**config.mk**
```make
export PLATFORM = sky130hd
export DESIGN_NAME = qam16_deframer_flat
export DESIGN_NICKNAME = d
export VERILOG_FILES = /design/src/rtl/qam16_pkg.sv /design/src/rtl/qam16_deframer_if.sv /design/src/rtl/sync_fifo.sv /design/src/rtl/qam16_deframer.sv /design/src/flat_wrapper.sv
export SDC_FILE = /design/constraint.sdc
export NUM_CORES = 1
export LEC_CHECK = 0
export CORE_MARGIN = 8
export CORE_UTILIZATION = 30
export CTS_CLUSTER_SIZE = 12
export DETAILED_ROUTE_END_ITERATION = 12
export PLACE_DENSITY = 0.47
export SKIP_LAST_GASP = 1
export SLEW_MARGIN = 0
export SYNTH_ARGS = -nofsm -noshare
export SYNTH_HDL_FRONTEND = slang
export SYNTH_SLANG_ARGS = --single-unit
```
**constraint.sdc**
```tcl
create_clock -name clk_symbol -period 5.2 [get_ports clk_symbol]
set_input_delay 1.56 -clock clk_symbol [delete_from_list [all_inputs] [get_ports clk_symbol]]
set_output_delay 1.56 -clock clk_symbol [all_outputs]
set_load 0.01 [all_outputs]
```
**src/rtl/qam16_pkg.sv**
```systemverilog
// Shared types for the 16QAM deframer: FSM states, nibble and FIFO-entry types,
// default sync word and a helper that picks one nibble out of the sync word.
// No ports; imported by the deframer top and its testbench.
package qam16_pkg;

  typedef enum logic [1:0] {
    HUNT    = 2'd0,
    PAYLOAD = 2'd1,
    CHECK   = 2'd2
  } state_t;

  localparam logic [15:0] DEF_SYNC_WORD = 16'h1ACF;

  typedef logic [3:0] nibble_t;

  typedef struct packed {
    logic       first;
    logic [7:0] data;
  } fifo_entry_t;

  // Nibble idx of the sync word, MS nibble first (idx 0 -> bits 15:12).
  function automatic nibble_t sync_nibble(input logic [15:0] word, input logic [1:0] idx);
    case (idx)
      2'd0:    return word[15:12];
      2'd1:    return word[11:8];
      2'd2:    return word[7:4];
      default: return word[3:0];
    endcase
  endfunction

endpackage

```
**src/rtl/qam16_deframer_if.sv**
```systemverilog
// Symbol-in / byte-out bundle of the 16QAM deframer.
// Ports: sym_en, sym_i, sym_q, byte_ready toward the deframer;
//        byte_data, byte_first, byte_valid from the deframer.
interface qam16_deframer_if;
  logic       sym_en;
  logic [1:0] sym_i;
  logic [1:0] sym_q;
  logic [7:0] byte_data;
  logic       byte_first;
  logic       byte_valid;
  logic       byte_ready;

  // master: demod rails plus byte sink; slave: the deframer itself
  modport master (
    output sym_en, sym_i, sym_q, byte_ready,
    input  byte_data, byte_first, byte_valid
  );
  modport slave (
    input  sym_en, sym_i, sym_q, byte_ready,
    output byte_data, byte_first, byte_valid
  );
endinterface

```
**src/rtl/sync_fifo.sv**
```systemverilog
// Show-ahead synchronous FIFO; head is visible combinationally while non-empty.
// Ports: clk, rst_n, push/push_dat, pop/pop_dat, full, empty.
// A push while full is accepted only together with a pop; otherwise ignored.
module sync_fifo #(
  parameter int WIDTH = 9,
  parameter int DEPTH = 4
) (
  input  logic             clk,
  input  logic             rst_n,
  input  logic             push,
  input  logic [WIDTH-1:0] push_dat,
  input  logic             pop,
  output logic [WIDTH-1:0] pop_dat,
  output logic             full,
  output logic             empty
);
  localparam int AW = $clog2(DEPTH);

  logic [WIDTH-1:0] mem [DEPTH];
  logic [AW:0]      wr_ptr, rd_ptr;
  logic             do_pop, do_push;

  // extra pointer MSB distinguishes full from empty
  assign empty   = (wr_ptr == rd_ptr);
  assign full    = (wr_ptr[AW] != rd_ptr[AW]) && (wr_ptr[AW-1:0] == rd_ptr[AW-1:0]);
  assign do_pop  = pop && !empty;
  assign do_push = push && (!full || do_pop);
  // zero while empty so the output never shows stale or uninitialised data
  assign pop_dat = empty ? '0 : mem[rd_ptr[AW-1:0]];

  always_ff @(posedge clk or negedge rst_n) begin
    if (!rst_n) begin
      wr_ptr <= '0;
      rd_ptr <= '0;
    end else begin
      if (do_push) wr_ptr <= wr_ptr + 1'b1;
      if (do_pop)  rd_ptr <= rd_ptr + 1'b1;
    end
  end

  always_ff @(posedge clk) begin
    if (do_push) mem[wr_ptr[AW-1:0]] <= push_dat;
  end
endmodule

```
**src/rtl/qam16_deframer.sv**
```systemverilog
// 16QAM deframer: merges I/Q 2-bit symbols into nibbles, hunts a 16-bit sync word,
// packs payload nibbles into bytes and holds lock through a sync-miss flywheel.
// Ports: clk_symbol, rst_n, bus (slave: sym_* in, byte_* out), locked, overflow.
module qam16_deframer
  import qam16_pkg::*;
#(
  parameter logic [15:0] SYNC_WORD     = DEF_SYNC_WORD,
  parameter int          PAYLOAD_BYTES = 4,
  parameter int          LOCK_MISSES   = 2,
  parameter int          FIFO_DEPTH    = 4
) (
  input  logic              clk_symbol,
  input  logic              rst_n,
  qam16_deframer_if.slave   bus,
  output logic              locked,
  output logic              overflow
);
  localparam logic [8:0] NIB_LAST = 9'(2 * PAYLOAD_BYTES - 1);
  localparam logic [3:0] MISS_LIM = 4'(LOCK_MISSES);

  state_t      state_q, state_d;
  // Only the three most recent nibbles are kept; the fourth sync nibble is the live input.
  logic [11:0] sync_sr;
  logic [8:0]  nib_cnt;
  logic [2:0]  miss_cnt;
  logic [1:0]  chk_idx;
  logic        chk_bad, bad_now;
  nibble_t     nibble, hi_nib;
  logic        push, pop, fifo_full, fifo_empty, last_nib;
  fifo_entry_t push_ent;
  logic [8:0]  head;

  assign nibble   = {bus.sym_i, bus.sym_q};
  assign last_nib = (nib_cnt == NIB_LAST);
  assign bad_now  = chk_bad | (nibble != sync_nibble(SYNC_WORD, chk_idx));
  assign locked   = (state_q != HUNT);

  always_comb begin
    state_d = state_q;
    push    = 1'b0;
    if (bus.sym_en) begin
      case (state_q)
        HUNT:    if ({sync_sr, nibble} == SYNC_WORD) state_d = PAYLOAD;
        PAYLOAD: begin
          push = nib_cnt[0];
          if (last_nib) state_d = CHECK;
        end
        CHECK:   if (chk_idx == 2'd3) begin
          // flywheel: a bad sync still delivers the next frame until the miss budget is spent
          if (!bad_now || (({1'b0, miss_cnt} + 4'd1) < MISS_LIM)) state_d = PAYLOAD;
          else                                                    state_d = HUNT;
        end
        default: state_d = HUNT;
      endcase
    end
  end

  always_ff @(posedge clk_symbol or negedge rst_n) begin
    if (!rst_n) begin
      state_q  <= HUNT;
      sync_sr  <= '0;
      nib_cnt  <= '0;
      miss_cnt <= '0;
      chk_idx  <= '0;
      chk_bad  <= 1'b0;
      hi_nib   <= '0;
    end else begin
      state_q <= state_d;
      if (bus.sym_en) begin
        // a fresh hunt must not match on nibbles left over from the lost frame
        sync_sr <= (state_q != HUNT && state_d == HUNT) ? '0 : {sync_sr[7:0], nibble};
        case (state_q)
          HUNT: if (state_d == PAYLOAD) begin
            nib_cnt  <= '0;
            miss_cnt <= '0;
          end
          PAYLOAD: begin
            if (!nib_cnt[0]) hi_nib <= nibble;
            if (last_nib) begin
              chk_idx <= '0;
              chk_bad <= 1'b0;
            end else begin
              nib_cnt <= nib_cnt + 9'd1;
            end
          end
          CHECK: begin
            if (chk_idx == 2'd3) begin
              nib_cnt <= '0;
              chk_idx <= '0;
              chk_bad <= 1'b0;
              if (!bad_now)                miss_cnt <= '0;
              else if (state_d == PAYLOAD) miss_cnt <= miss_cnt + 3'd1;
            end else begin
              chk_idx <= chk_idx + 2'd1;
              chk_bad <= bad_now;
            end
          end
          default: ;
        endcase
      end
    end
  end

  assign push_ent.first = (nib_cnt == 9'd1);
  assign push_ent.data  = {hi_nib, nibble};
  assign pop            = !fifo_empty && bus.byte_ready;

  // The deframer never waits on the sink; a push into a full FIFO without a pop is lost.
  always_ff @(posedge clk_symbol or negedge rst_n) begin
    if (!rst_n) overflow <= 1'b0;
    else        overflow <= push && fifo_full && !pop;
  end

  sync_fifo #(.WIDTH(9), .DEPTH(FIFO_DEPTH)) u_fifo (
    .clk      (clk_symbol),
    .rst_n    (rst_n),
    .push     (push),
    .push_dat (push_ent),
    .pop      (pop),
    .pop_dat  (head),
    .full     (fifo_full),
    .empty    (fifo_empty)
  );

  assign bus.byte_first = head[8];
  assign bus.byte_data  = head[7:0];
  assign bus.byte_valid = !fifo_empty;
endmodule
```
**src/flat_wrapper.sv**
```systemverilog
// flat-port wrapper written by rule: the top's interface ports become plain ports
module qam16_deframer_flat import qam16_pkg::*;
#(
  parameter logic [15:0] SYNC_WORD     = DEF_SYNC_WORD,
  parameter int          PAYLOAD_BYTES = 4,
  parameter int          LOCK_MISSES   = 2,
  parameter int          FIFO_DEPTH    = 4
)
  (clk_symbol, rst_n, locked, overflow, bus_sym_en, bus_sym_i, bus_sym_q, bus_byte_ready, bus_byte_data, bus_byte_first, bus_byte_valid);
  qam16_deframer_if bus_i ();
  input  logic clk_symbol;
  input  logic rst_n;
  output logic locked;
  output logic overflow;
  input wire logic [$bits(bus_i.sym_en)-1:0] bus_sym_en;
  input wire logic [$bits(bus_i.sym_i)-1:0] bus_sym_i;
  input wire logic [$bits(bus_i.sym_q)-1:0] bus_sym_q;
  input wire logic [$bits(bus_i.byte_ready)-1:0] bus_byte_ready;
  output wire logic [$bits(bus_i.byte_data)-1:0] bus_byte_data;
  output wire logic [$bits(bus_i.byte_first)-1:0] bus_byte_first;
  output wire logic [$bits(bus_i.byte_valid)-1:0] bus_byte_valid;
  assign bus_i.sym_en = bus_sym_en;
  assign bus_i.sym_i = bus_sym_i;
  assign bus_i.sym_q = bus_sym_q;
  assign bus_i.byte_ready = bus_byte_ready;
  assign bus_byte_data = bus_i.byte_data;
  assign bus_byte_first = bus_i.byte_first;
  assign bus_byte_valid = bus_i.byte_valid;
  qam16_deframer #(.SYNC_WORD(SYNC_WORD), .PAYLOAD_BYTES(PAYLOAD_BYTES), .LOCK_MISSES(LOCK_MISSES), .FIFO_DEPTH(FIFO_DEPTH)) u_core (.clk_symbol(clk_symbol), .rst_n(rst_n), .bus(bus_i), .locked(locked), .overflow(overflow));
endmodule
```
; After elaboration in Yosys (flattened, before gate mapping)
; Memory sizes are Yosys's and may differ from the RTL's.
; Cells that the tools add are included.
[word_totals]
regBits = 40
ramBits = 36
output_inout_bits = 12
elab_cells = 90
memories = 1
[mem_list]
columns = name, depth, width, rd, rd_clocked_by_memory_dff, wr, line_no
row1 = u_core.u_fifo.mem, 4, 9, 1, 0, 1, sync_fifo.sv:19  ; logic [WIDTH-1:0] mem [DEPTH];
[classes]
addsub = 6
n_lt_le_gt_ge = 1
n_eq_ne = 18
mux = 28
bitwise = 2
n_reduce_logical = 24
[op_table]
columns = op, count
row1 = $mux W9, 4
row2 = $pmux W9 S3, 1
row3 = $eq A16 B13 Y1 const B, 1
row4 = $mux W12, 1
row5 = $mux W2, 6
row6 = $mux W3, 4
row7 = $pmux W4 S3, 1
row8 = $reduce_and A5 Y1, 2
row9 = $add A3 B1 Y3 const B, 3
row10 = $add A9 B1 Y9 const B, 1
row11 = $eq A9 B1 Y1 const B, 1
row12 = $eq A9 B3 Y1 const B, 1
row13 = $logic_and A1 B1 Y1, 7
row14 = $mux W1, 7
row15 = $eq A2 B1 Y1 const B, 3
row16 = $eq A2 B2 Y1 const B, 3
row17 = $logic_not A2 Y1, 3
row18 = $ne A2 B1 Y1 const B, 3
row19 = $pmux W2 S3, 1
row20 = $pmux W3 S2, 1
row21 = $reduce_and A3 Y1, 2
row22 = $reduce_bool A2 Y1, 3
row23 = $add A3 B1 Y4 const B, 1
row24 = $logic_not A1 Y1, 4
row25 = other kinds (14), 15

; Depth between registers and ports, before layout
[depth]
depth_word = 15
ltp_mapped = 8

; By module
; From an unflattened synthesis, not the netlist that was laid out.
[hier_totals]
cells_unflattened = 306
area_unflattened_um2 = 3847.4
[by_module_without_submodules]
columns = module, n_inst, cells_each, area_per_inst_um2, seq_area_each_um2
row1 = qam16_deframer, 1, 215, 2062.0, 850.8
row2 = sync_fifo, 1, 91, 1785.5, 1231.2

; Worst setup path before layout
; Ideal clock, no wire load.
[synth_timing]
kind = register to output
from = reg u_core.u_fifo.wr_ptr[1]
to = out bus_byte_data[2]
t_arrival_ps = 1486
required_time_ps = 3640
slack_ps = 2154
stages_incl_launch_ff = 4
path_buffers = 0
path_cell_list = dfrtp_1 xor2_1 nor3b_1 and2b_1
[synth_between]
elab_chain_len = 2
[synth_rtl]
columns = item, line_no
row1 = start: declaration, sync_fifo.sv:20  ; logic [AW:0] wr_ptr, rd_ptr;
row2 = start signal: assignment, sync_fifo.sv:36  ; if (do_push) wr_ptr <= wr_ptr + 1'b1;
row3 = $eq A3 B3 Y1, sync_fifo.sv:24  ; assign empty = (wr_ptr == rd_ptr);
row4 = $mux W9, sync_fifo.sv:29  ; assign pop_dat = empty ? '0 : mem[rd_ptr[AW-1:0]];
row5 = end: declaration, flat_wrapper.sv:19  ; output wire logic [$bits(bus_i.byte_data)-1:0] bus_byte_data;
; No other way between the ends.

; Final worst setup path
[layout_timing]
from = reg u_core.u_fifo.rd_ptr[0]
to = out bus_byte_data[2]
[layout_between]
elab_chain_len = 2
elab_cells_between_ends = 3
cone_classes = eq/ne: 1 / mux: 1 / memory: 1
[layout_rtl]
columns = item, line_no
row1 = start: declaration, sync_fifo.sv:20
row2 = start signal: assignment, sync_fifo.sv:37  ; if (do_pop) rd_ptr <= rd_ptr + 1'b1;
row3 = $mem_v2 Z4 W9 / $eq A3 B3 Y1 (equally long branches), --
row4 = $mux W9 *, sync_fifo.sv:29
; Every way passes the cells marked *; elsewhere a longest branch is shown, timed or not.

==> results.py <==
metrics = {
    "synthesis": {
        "syn_inst": 267,
        "syn_nets": 287,
        "synth_edf_count": 36,
        "synth_top_area_cell": "edfxtp_1",
        "yosysTopAreaCellShare_pct": 30.6,
        "ys_types": 48,
        "synthesis.area_um2": 3540,
        "syn_avg_cell_area_um2": 13.3,
        "ys_warn_count": 0,
        "synth_compound_area_share_pct": 7.43,
        "synthXorXnorAreaFrac_pct": 2.48,
        "async_flop_share_pct": 52.6,
        "ys_ff_latch": 76,
        "synth_simple_gate_area_share_pct": 13.2,
        "synth_seq_area_share_pct": 58.8,
        "synthTopCellsByArea": "edfxtp_1, dfrtp_1, mux4_2",
        "synthMuxAreaShare_pct": 11.3,
        "synth_fa_ha_area_share_pct": 4.24,
        "synth_top_family_by_area": "simple AND/OR/NAND/NOR gates",
        "yosys_most_used_dff": "dfrtp_1",
    },
    "placement": {
        "dpl.cell_count": 424,
        "hpwl_um": 4680,
        "io_buffers": 19,
        "gp_congestion": 0.770,
        "place_area_um2": 3870,
    },
    "worst_setup_path": {
        "critPathRequiredTime_ns": 3.64,
        "crit_slowest_cell": "dfrtp_1",
        "critPathKind": "flop to output port",
        "end_kind": "output port",
        "start_kind": "flop",
        "crit_fanout": 12,
        "crit_path_max_incr_delay_ns": 0.80,
        "arrival_ns": 2.38,
        "crit_chain": "xor2_1 -> nor3b_1 -> buf_4 -> and2b_1 -> clkdlybuf4s50_1",
    },
    "route": {
        "drc": 0,
        "ant_nets": 0,
        "vias_per_cell": 4.73,
        "drt_first_pass_iters": 4,
        "first_iter_violations": 135,
        "wl_per_cell_um": 15.6,
        "routed_wl_um": 6850,
        "via_count": 2082,
    },
    "sta": {
        "setup-tns-final_ns": 0,
        "finalCritPeriodShare_pct": 75.7,
        "skew_ns": 0.00555,
        "grt_setup_unrepaired": "no",
        "slew_violations": 0,
        "slew_headroom_pct": 36.6,
        "worstMarginPinSlew_ns": 0.951,
        "hold_viol": 0,
        "clock.fmax_ghz": 0.254,
        "setup_violations": 0,
        "layout_min_cycle_time_ns": 3.94,
    },
    "power": {
        "p_seq_share_pct": 42.8,
        "p_per_area_nw_per_um2": 397,
        "p_sw_share_pct": 24.9,
        "power_mw": 1.67,
        "p_leak_nw": 1.62,
        "power.switching_mw": 0.415,
        "irDropWorstVdd_mv": 0.192,
        "clkPwrFrac_pct": 40.9,
        "power_frac_comb_pct": 16.3,
        "power.internal_mw": 1.25,
    },
    "floorplan": {
        "start_util_pct": 30.9,
        "core_area_um2": 11500,
        "die_area_um2": 15500,
        "fp.dieH_um": 125,
        "die_x_um": 125,
        "io_pins": 20,
        "rows": 39,
    },
    "cells_and_area": {
        "mostFrequentLayoutCell": "dfrtp_1",
        "area_delta_synth_final_pct": 18.6,
        "layout_common_cells": "dfrtp_1, edfxtp_1, nor2_1",
        "nets": 312,
        "final_core_util_pct": 36.6,
        "final_area_um2": 4200,
        "fillers": 1108,
        "stdcell_count": 440,
        "drive_gt1_share_pct": 13.5,
        "num_antenna_cells": 0,
    },
    "cts": {
        "cts_tree": "done",
        "cts_resized": 0,
        "insertion_delay_ns": 0.33,
        "cts_setup_buffers": 0,
        "numCtsBuffers": 9,
        "cts_max_path_buffers": 2,
        "clkTransAtPathRegs_ns": 0.06,
        "root_buffer": "clkbuf_16",
        "cts_hold_buf": 0,
        "clock-sinks": 76,
        "htree_levels": 3,
    },
    "global_routing": {
        "grt_pass1_wl_um": 11700,
        "antenna_found_initial": 0,
        "grt_max_degree": 41,
        "grt_pass1_vias": 2182,
        "grt.overflow.total": 0,
        "track_usage_pct": 9.27,
    },
    "status": {
        "run_status": "finished, final reports clean",
    },
    "run": {
        "drv_cap": 0,
    },
    "min_path": {
        "holdCritPathClass": "flop to flop",
    },
}
worst paths after layout:
kind | startpoint | endpoint | slack, ns | cells past startpoint
min | u_core.u_fifo.rd_ptr[2]$_DFFE_PN0P_ | u_core.u_fifo.rd_ptr[2]$_DFFE_PN0P_ | 0.49 | 1
max reg2reg | u_core.u_fifo.rd_ptr[0]$_DFFE_PN0P_ | u_core.u_fifo.mem[3][5]$_DFFE_PP_ | 2.59 | 4
max | u_core.u_fifo.rd_ptr[0]$_DFFE_PN0P_ | bus_byte_data[2] | 1.26 | 5
min in group asynchronous | rst_n | u_core.sync_sr[4]$_DFFE_PN0P_ | 1.36 | 1
max in group asynchronous | rst_n | u_core.u_fifo.wr_ptr[0]$_DFFE_PN0P_ | 3.22 | 1
min reg2reg | u_core.u_fifo.rd_ptr[2]$_DFFE_PN0P_ | u_core.u_fifo.rd_ptr[2]$_DFFE_PN0P_ | 0.49 | 1
cell families after synthesis:
| family | Yosys count |
|---|---|
| flip-flops | 76 |
| multiplexers | 28 |
| AND/OR/NAND/NOR | 85 |
| buffers and inverters | 17 |
| adder cells (fa/ha/maj) | 12 |
| AO/OA/AOI/OAI | 39 |
| XOR/XNOR | 10 |
per-stage QoR:
step,worst slack [ns],hold slack [ns]
2_1_floorplan,2.15,0.452
3_3_place_gp,1.24,0.487
3_5_place_dp,1.18,0.482
4_1_cts,1.18,0.499
5_1_grt,1.01,0.508
6_report,1.26,0.494
layout make-up:
cell class	count	area (um2)	area share (%)
clock inverter	7	104	2.47
sequential	76	2080	49.6
multi-input combinational	174	1370	32.5
clock buffer	9	225	5.37
tap	143	179	4.26
inverter	9	33.8	0.805
timing repair buffer	22	208	4.95
layer usage:
| layer | wire length [um] | vias to the layer above | global-route usage (%) | share of wire [%] |
|---|---|---|---|---|
| met1 | 3470 | 1004 | 12.6 | 51 |
| met5 | 0 | - | 0 | 0 |
| li1 | - | 1043 | - | - |
| met2 | 3090 | 29 | 13.6 | 45 |
| met4 | 66 | 0 | 2.55 | 0.96 |
| met3 | 216 | 6 | 3.19 | 3.2 |
worst max-delay path: cells and delay by family, from the launching register on:
kind | cells | cell delay [ns]
xor+xnor | 1 | 0.17
flops | 1 | 0.80
simple gates | 2 | 0.40
buf+inv | 2 | 0.67
power by group through the flow:
stage               registers (mW)  clock network, mW  logic (mW)
global placement             0.730                  0       0.276
finish                       0.714              0.683       0.272
global route                 0.723              0.725       0.301
floorplan                    0.684                  0       0.191
CTS                          0.717              0.704       0.279
detailed placement           0.729                  0       0.279
sequential cells by signal, indices dropped and copies added (netlist names):
| register | cells |
|---|---|
| u_core.chk_bad | 1 |
| u_core.miss_cnt | 3 |
| u_core.u_fifo.rd_ptr | 3 |
| u_core.hi_nib | 4 |
| u_core.nib_cnt | 9 |
| u_core.state_q | 2 |
| u_core.u_fifo.mem | 36 |
| u_core.overflow | 1 |
| u_core.chk_idx | 2 |
| u_core.sync_sr | 12 |
| u_core.u_fifo.wr_ptr | 3 |
synth_stat cells (5+ instances only):
library cell / number
and2_1: 6
dfrtp_1: 40
edfxtp_1: 36
ha_1: 12
inv_1: 8
mux2_2: 6
mux2i_1: 13
mux4_2: 9
nand2_1: 10
nand3_1: 5
nor2_1: 28
nor2b_1: 8
o21ai_0: 12
o31ai_1: 11
xnor2_1: 7
(Power assumes the default switching activity.)
